### src/rtl/arb_pkg.sv
// Shared types and sizing for the common-bus arbiter.
package arb_pkg;

  localparam int unsigned N_PROC_DEF  = 8;
  localparam int unsigned N_SNOOP_DEF = 4;
  localparam int unsigned OWNER_W     = $clog2(N_PROC_DEF);
  localparam int unsigned SNOOP_W     = $clog2(N_SNOOP_DEF);

  typedef enum logic [1:0] {
    ST_IDLE  = 2'd0,
    ST_PROC  = 2'd1,
    ST_SNOOP = 2'd2,
    ST_MEM   = 2'd3
  } arb_state_e;

endpackage

### src/rtl/rr_picker.sv
// Combinational round-robin picker: first requester strictly after i_last, wrapping.
module rr_picker #(
  parameter int unsigned W  = 8,
  parameter int unsigned IW = (W > 1) ? $clog2(W) : 1
) (
  input  logic [W-1:0]  i_req,
  input  logic [IW-1:0] i_last,
  output logic [W-1:0]  o_onehot_c,
  output logic [IW-1:0] o_index_c,
  output logic          o_any_c
);

  logic [IW-1:0] w_cand;

  always_comb begin
    o_onehot_c = '0;
    o_index_c  = '0;
    o_any_c    = 1'b0;
    w_cand     = '0;
    // The last winner itself is visited last (i == W), so it only wins when alone.
    for (int unsigned i = 1; i <= W; i++) begin
      w_cand = IW'((32'(i_last) + i) % W);
      if (!o_any_c && i_req[w_cand]) begin
        o_any_c            = 1'b1;
        o_index_c          = w_cand;
        o_onehot_c[w_cand] = 1'b1;
      end
    end
  end

endmodule

### src/rtl/com_bus_arbiter.sv
// Common-bus arbiter: processor ownership with nested snoop-flush / memory-snoop grants.
module com_bus_arbiter
  import arb_pkg::*;
#(
  parameter int unsigned N_PROC  = N_PROC_DEF,
  parameter int unsigned N_SNOOP = N_SNOOP_DEF
) (
  input  logic                clk,
  input  logic                rst,
  input  logic [N_PROC-1:0]   Com_Bus_Req_proc,
  input  logic [N_SNOOP-1:0]  Com_Bus_Req_snoop,
  input  logic                Mem_snoop_req,
  output logic [N_PROC-1:0]   Com_Bus_Gnt_proc,
  output logic [N_SNOOP-1:0]  Com_Bus_Gnt_snoop_vec,
  output logic                Com_Bus_Gnt_snoop,
  output logic                Mem_snoop_gnt,
  output logic [OWNER_W-1:0]  Bus_owner
);

  arb_state_e           r_state;
  logic [OWNER_W-1:0]   r_proc_last;
  logic [SNOOP_W-1:0]   r_snoop_last;
  logic [OWNER_W-1:0]   r_owner;
  logic [SNOOP_W-1:0]   r_snoop_idx;
  logic [N_PROC-1:0]    r_gnt_proc;
  logic [N_SNOOP-1:0]   r_gnt_snoop;
  logic                 r_gnt_snoop_any;
  logic                 r_mem_gnt;

  logic [N_PROC-1:0]    w_proc_onehot;
  logic [OWNER_W-1:0]   w_proc_idx;
  logic                 w_proc_any;
  logic [N_SNOOP-1:0]   w_snoop_onehot;
  logic [SNOOP_W-1:0]   w_snoop_idx;
  logic                 w_snoop_any;

  rr_picker #(.W(N_PROC), .IW(OWNER_W)) u_proc_pick (
    .i_req      (Com_Bus_Req_proc),
    .i_last     (r_proc_last),
    .o_onehot_c (w_proc_onehot),
    .o_index_c  (w_proc_idx),
    .o_any_c    (w_proc_any)
  );

  rr_picker #(.W(N_SNOOP), .IW(SNOOP_W)) u_snoop_pick (
    .i_req      (Com_Bus_Req_snoop),
    .i_last     (r_snoop_last),
    .o_onehot_c (w_snoop_onehot),
    .o_index_c  (w_snoop_idx),
    .o_any_c    (w_snoop_any)
  );

  // Owner release is only honoured in PROC, so nested grants always finish first.
  always_ff @(posedge clk or posedge rst) begin
    if (rst) begin
      r_state         <= ST_IDLE;
      r_proc_last     <= OWNER_W'(N_PROC - 1);
      r_snoop_last    <= SNOOP_W'(N_SNOOP - 1);
      r_owner         <= '0;
      r_snoop_idx     <= '0;
      r_gnt_proc      <= '0;
      r_gnt_snoop     <= '0;
      r_gnt_snoop_any <= 1'b0;
      r_mem_gnt       <= 1'b0;
    end else begin
      case (r_state)
        ST_IDLE: begin
          if (w_proc_any) begin
            r_gnt_proc  <= w_proc_onehot;
            r_owner     <= w_proc_idx;
            r_proc_last <= w_proc_idx;
            r_state     <= ST_PROC;
          end
        end
        ST_PROC: begin
          if (!Com_Bus_Req_proc[r_owner]) begin
            r_gnt_proc <= '0;
            r_state    <= ST_IDLE;
          end else if (w_snoop_any) begin
            r_gnt_snoop     <= w_snoop_onehot;
            r_gnt_snoop_any <= 1'b1;
            r_snoop_idx     <= w_snoop_idx;
            r_snoop_last    <= w_snoop_idx;
            r_state         <= ST_SNOOP;
          end else if (Mem_snoop_req) begin
            r_mem_gnt <= 1'b1;
            r_state   <= ST_MEM;
          end
        end
        ST_SNOOP: begin
          if (!Com_Bus_Req_snoop[r_snoop_idx]) begin
            r_gnt_snoop     <= '0;
            r_gnt_snoop_any <= 1'b0;
            r_state         <= ST_PROC;
          end
        end
        ST_MEM: begin
          if (!Mem_snoop_req) begin
            r_mem_gnt <= 1'b0;
            r_state   <= ST_PROC;
          end
        end
        default: r_state <= ST_IDLE;
      endcase
    end
  end

  assign Com_Bus_Gnt_proc      = r_gnt_proc;
  assign Com_Bus_Gnt_snoop_vec = r_gnt_snoop;
  assign Com_Bus_Gnt_snoop     = r_gnt_snoop_any;
  assign Mem_snoop_gnt         = r_mem_gnt;
  assign Bus_owner             = r_owner;

endmodule

### config.mk
export PLATFORM = sky130hd
export DESIGN_NAME = com_bus_arbiter
export DESIGN_NICKNAME = d
export VERILOG_FILES = /design/src/rtl/arb_pkg.sv /design/src/rtl/rr_picker.sv /design/src/rtl/com_bus_arbiter.sv
export SDC_FILE = /design/constraint.sdc
export NUM_CORES = 1
export LEC_CHECK = 0
export CORE_MARGIN = 1.5
export CORE_UTILIZATION = 55
export DETAILED_ROUTE_END_ITERATION = 12
export HOLD_SLACK_MARGIN = 0.02
export PLACE_DENSITY = 0.78
export SLEW_MARGIN = 10
export SYNTH_ARGS = -nofsm -noshare
export SYNTH_HDL_FRONTEND = slang
export SYNTH_SLANG_ARGS = --single-unit
### constraint.sdc
create_clock -name clk -period 5.7 [get_ports clk]
set_clock_uncertainty 0.15 [all_clocks]
set_input_delay 0.855 -clock clk [delete_from_list [all_inputs] [get_ports clk]]
set_output_delay 0.855 -clock clk [all_outputs]
set_load 0.01 [all_outputs]
==> summary.txt, run 1 <==
status -> finished, final reports clean
largest net degree at the start of global routing -> 27
fin crit share -> 74.8%
Resized cells post-CTS -> 0
reg-to-reg endpoint -> Com_Bus_Gnt_proc[2]
Reg-to-Reg Start -> r_proc_last[1]
gr ovfl total -> 0
fill count -> 382
initial antenna violation count -> 0
most common cell after layout, fill and taps aside -> nand2_1
Synth cell types -> 60
crit-path cells -> inv_1 > ha_1 > inv_2 > nor3_1 > o41ai_1 > nor4_2 > a222oi_1 > a21boi_0 > o221ai_1
drt first-iter violations -> 284
Max Clk Rate -> 235 MHz
Mean Syn Cell Area -> 8.72 µm²
TNS Setup -> 0 ns
total track usage -> 28.8%
register area share after synthesis -> 23.1%
CTS max path bufs -> 2
Via density -> 6.84
Inserted Diodes -> 0
first-pass GRT wire length -> 12.3 mm
cell row count -> 25
Worst Hold Slack -> 0.337 ns
worst r2r path cells -> 9
Final setup viols -> 0
Chip Width -> 74.9 µm
Critical Path Max Stage Delay -> 0.79 ns
clock sinks -> 26
Initial Utilization -> 58.7%
Num CTS Buffers -> 3
Pre-antenna DRT Iters -> 5
hold buffers post-CTS -> 0
ANT nets after route -> 0
vias in the first global route -> 2483
CORE AREA -> 4850 µm²
end of the worst hold path -> Com_Bus_Gnt_snoop
# Max-Cap Violations -> 0
htree depth -> 1
DIE HEIGHT -> 74.9 µm
Root Driver -> clkbuf_8
wire per inst -> 18.6 µm
final hold violation count -> 0
Tightest Pin Transition -> 0.998 ns
Slew Viols, Final -> 0
Async SR Flop Fraction -> 100%
Min-Delay Path Depth -> 2
final net count -> 375
Net Count, Synth -> 354
port bufs -> 31
number of flops mapped to enable cells by yosys -> 0
CP Launch Point -> r_proc_last[1]
Tmin final -> 4.26 ns
Worst EP arrival -> 4.25 ns
HP Start -> Com_Bus_Gnt_snoop
DIE AREA -> 5610 µm²
family with the most delay on the worst path -> compound AO/OA/AOI/OAI gates
Worst-Skew Late Latency -> 0.27 ns
worst endpoint required time -> 5.69 ns
Final HPWL DP -> 5.70 mm
#FFs+latches synth -> 26
crit-path max FO -> 22
CP bufs+invs -> 2
leading cell types in the layout, fill and taps excluded -> nand2_1 (41), clkdlybuf4s50_1 (31), dfrtp_1 (21), nor2_1 (20), o21ai_0 (20)
Critical Path Sink Type -> flop
Synth Cell Area -> 2840 µm²
Yosys warnings -> 0
via count -> 2825
clk slew on worst S/H paths -> 0.10 ns
Post-synth top flop -> dfrtp_1
relative slew slack -> 33.4%
CP startpoint kind -> flop
Post-CTS Setup Bufs -> 0
Residual DRC -> 0
Detailed Route WL -> 7.67 mm
placer congestion estimate -> 0.997
layout cells sized above 1 -> 13.3%
Hold Crit Class -> reg -> reg
Top Ports -> 32
Crit Path Category -> reg -> reg
internal reg-to-reg setup slack -> 1.44 ns
final core utilization -> 66.8%
RSZ-0062 raised after global routing -> false
slowest CP cell -> dfstp_2
TritonCTS clock tree -> yes
Layout area overhead -> 13.9%
Gate Count Post-Synth -> 326
synthesized netlist by cell type (3+ instances only):
cell      count  share of area [%]
nand2_1      41                5.4
dfrtp_1      21                 18
nor2_1       20                2.6
o21ai_0      20                3.5
a21oi_1      18                3.2
mux2i_1      14                4.9
mux4_2       14                 11
ha_1         13                5.7
nor3_1       13                2.3
clkbuf_1     11                1.5
inv_1        11                1.5
nand3_1      11                1.9
mux2_2       10                4.0
a221oi_1      7                2.2
a31oi_1       7                1.5
nand2b_1      6                1.3
a222oi_1      5                1.8
dfstp_2       5                4.6
o221ai_1      5                1.5
o22ai_1       5                1.1
a21boi_0      4                1.1
a21o_1        4                1.1
a22oi_1       4                1.1
and3_1        4               0.88
nor4_1        4               0.88
xnor2_1       4                1.2
nand4_1       3               0.66
registers in the layout, summed over array words and instances, names as in the netlist:
register and cells:
r_snoop_idx 2, Com_Bus_Gnt_snoop_vec 4, r_snoop_last 2, Mem_snoop_gnt 1, Com_Bus_Gnt_snoop 1, Bus_owner 3
Com_Bus_Gnt_proc 8, r_proc_last 3, r_state 2
worst min-delay path, delay by kind of cell (launching register included):
kind          cells  cell delay [ns]
simple gates      2             0.10
flops             1             0.36
through the flow:
stage,worst slack (ns),cells,area (µm²)
after floorplan,2.22,326,2840
after global placement,1.63,409,3170
after detailed placement,1.55,409,3170
after CTS,1.55,413,3240
after global routing,1.26,413,3240
final,1.44,413,3240
worst max path at each step:
stage / to / slack, ns / cells after the start
6_report: Com_Bus_Gnt_proc[2] / 1.44 / 9
3_5_place_dp: Com_Bus_Gnt_proc[1] / 1.55 / 8
2_1_floorplan: Com_Bus_Gnt_proc[0] / 2.22 / 12
5_1_grt: Com_Bus_Gnt_proc[3] / 1.26 / 9
3_3_place_gp: Com_Bus_Gnt_proc[2] / 1.63 / 9
4_1_cts: Com_Bus_Gnt_proc[1] / 1.55 / 9
kinds of logic (layout without fill, tap and decap cells):
logic type	after synthesis	in the layout	synth area share, %
DFF	26	26	23.1
xor gates and xnor gates	6	6	1.85
AOI/OAI and AO/OA	99	99	25.1
adders and majority gates	13	13	5.72
and+or+nand+nor	113	113	19.3
muxes	38	38	20.0
buffers and inverters	31	51	4.97
cell type report:
cell class	count	area [µm²]	share of cell area, %
Multi-Input combinational cell	269	2050	63.2
Tap cell	67	83.8	2.59
Clock buffer	3	41.3	1.27
Timing Repair Buffer	34	333	10.3
Inverter	13	48.8	1.51
Sequential cell	26	657	20.3
Clock inverter	1	30.0	0.927
metal layers:
layer | GRT usage (%) | part of all wire, % | wire, µm | vias to the layer above
met1 | 42.8 | 44 | 3350 | 1333
li1 | - | - | - | 1305
met4 | 8.48 | 2.3 | 173 | 0
met3 | 4.82 | 9.5 | 731 | 18
met5 | 0 | 0 | 0 | -
met2 | 43.3 | 45 | 3410 | 169
Power of run 1 is left out: the tool's default activity adds up to more than one toggle a clock period on the data nets, which glitch-free logic cannot reach.
==> inputs of run 2 (changes only) <==
- clock period: 5.7 -> 4.3 ns (I/O delays scaled with it)
==> summary.txt, run 2 (synthesis results as in run 1) <==
ANT nets after route -> 0 (unchanged)
CP startpoint kind -> flop
final hold violation count -> 0 (unchanged)
gr ovfl total -> 0 (unchanged)
Post-Place Worst Slack -> 0.491 ns (-1.06 ns)
Tmin final -> 3.88 ns (-0.387 ns)
Layout area overhead -> 15.5%
TNS Setup -> 0 ns (unchanged)
clock sinks -> 26 (unchanged)
crit-path cells -> inv_1 > ha_1 > buf_4 > and3_1 > o41ai_1 > nor4_2 > a222oi_1 > a21boi_0 > o221ai_1
relative slew slack -> 32.9% (-0.52 points)
drt first-iter violations -> 387 (+36%)
DIE AREA -> 5610 µm² (unchanged)
final net count -> 381 (+1.6%)
worst endpoint required time -> 4.28 ns (-1.41 ns)
Initial Utilization -> 58.7% (unchanged)
Crit Path Category -> reg -> reg
slowest CP cell -> dfstp_2
Chip Width -> 74.9 µm (unchanged)
Worst EP arrival -> 3.86 ns (-0.39 ns)
layout cells sized above 1 -> 14.8% (+1.5 points)
Slew Viols, Final -> 0 (unchanged)
Critical Path Max Stage Delay -> 0.77 ns (-0.02 ns)
Worst-Skew Late Latency -> 0.27 ns (about the same)
Cell Area, Placed -> 3210 µm² (+1.4%)
Detailed Route WL -> 7.52 mm (-1.9%)
Tightest Pin Transition -> 1.01 ns (+0.00779 ns)
first-pass GRT wire length -> 12.3 mm (+0.23%)
port bufs -> 31 (unchanged)
leading cell types in the layout, fill and taps excluded -> nand2_1 (41), clkdlybuf4s50_1 (31), dfrtp_1 (21), nor2_1 (20), o21ai_0 (20)
CTS max path bufs -> 2 (unchanged)
Top Ports -> 32 (unchanged)
crit-path max FO -> 15 (-32%)
Resized cells post-CTS -> 0 (unchanged)
Post-CTS Setup Bufs -> 0 (unchanged)
most common cell after layout, fill and taps aside -> nand2_1
Reg-to-Reg Start -> r_proc_last[1]
Inserted Diodes -> 0 (unchanged)
TritonCTS clock tree -> yes
fin crit share -> 90.2% (+15 points)
Hold Crit Class -> reg -> reg
htree depth -> 1 (unchanged)
vias in the first global route -> 2474 (-0.36%)
Final WS setup -> 0.423 ns (-1.01 ns)
Via density -> 6.73 (-1.7%)
initial antenna violation count -> 0 (unchanged)
total track usage -> 28.5% (-0.27 points)
Max Clk Rate -> 258 MHz (+10%)
RSZ-0062 raised after global routing -> false
family with the most delay on the worst path -> compound AO/OA/AOI/OAI gates
CP Launch Point -> r_proc_last[1]
via count -> 2818 (-0.25%)
Final HPWL DP -> 5.63 mm (-1.2%)
Final setup viols -> 0 (unchanged)
CORE AREA -> 4850 µm² (unchanged)
Worst Hold Slack -> 0.329 ns (-0.00795 ns)
largest net degree at the start of global routing -> 27 (unchanged)
placer congestion estimate -> 0.931 (-6.7%)
HP Start -> Com_Bus_Gnt_proc[4]
Critical Path Sink Type -> flop
# Max-Cap Violations -> 0 (unchanged)
Pre-antenna DRT Iters -> 6 (+1)
Num CTS Buffers -> 3 (unchanged)
DIE HEIGHT -> 74.9 µm (unchanged)
Residual DRC -> 0 (unchanged)
hold buffers post-CTS -> 0 (unchanged)
fin area -> 3280 µm² (+1.4%)
CP bufs+invs -> 2 (unchanged)
number of flip-flops under the largest register name -> 8 (unchanged)
status -> finished, final reports clean
clk slew on worst S/H paths -> 0.09 ns (about the same)
wire per inst -> 17.9 µm (-3.3%)
internal reg-to-reg setup slack -> 0.42 ns (-1.01 ns)
Root Driver -> clkbuf_8
cell row count -> 25 (unchanged)
[run 2: changes by cell type in the layout (fill, tap and decap cells not counted), sizes merged]
cell  before  now
buf        3    9
[run 2: cell type report]
cell class,instances,area (µm²)
Clock buffer,3,41.3
Multi-Input combinational cell,269,2050
Fill cell,395,1560
Tap cell,67,83.8
Sequential cell,26,657
Inverter,13,48.8
Clock inverter,1,30.0
Timing Repair Buffer,40,378
[run 2: per-layer routing]
metal | wire length (µm) | GRT usage [%] | up-vias
li1 | - | - | 1319
met1 | 3350 | 42.7 | 1326
met2 | 3490 | 43.5 | 157
met3 | 546 | 4.15 | 16
met4 | 129 | 7.07 | 0
met5 | 0 | 0 | -
[run 2: stage by stage]
stage	cells	util, %
final	419	67.7
after global routing	419	67.7
after CTS	419	67.7
after detailed placement	415	66.3
after global placement	415	66.3
after floorplan	326	-
[run 2: path summary, 6_finish.rpt]
check | endpoint | cells past startpoint
max in group asynchronous | Mem_snoop_gnt | 2
worst max register to register | Com_Bus_Gnt_proc[2] | 9
worst min register to register | Com_Bus_Gnt_proc[4] | 2
worst min-delay path | Com_Bus_Gnt_proc[4] | 2
worst max-delay path | Com_Bus_Gnt_proc[2] | 9
min in group asynchronous | Com_Bus_Gnt_proc[6] | 2
[run 2: worst reg2reg max path: stages, from the launching register on]
cell      delay [ns]
dfstp_2         0.77
inv_1           0.22
ha_1            0.45
buf_4           0.23
and3_1          0.18
o41ai_1         0.68
nor4_2          0.17
a222oi_1        0.36
a21boi_0        0.33
o221ai_1        0.19
Power of run 2 is left out for the same reason.
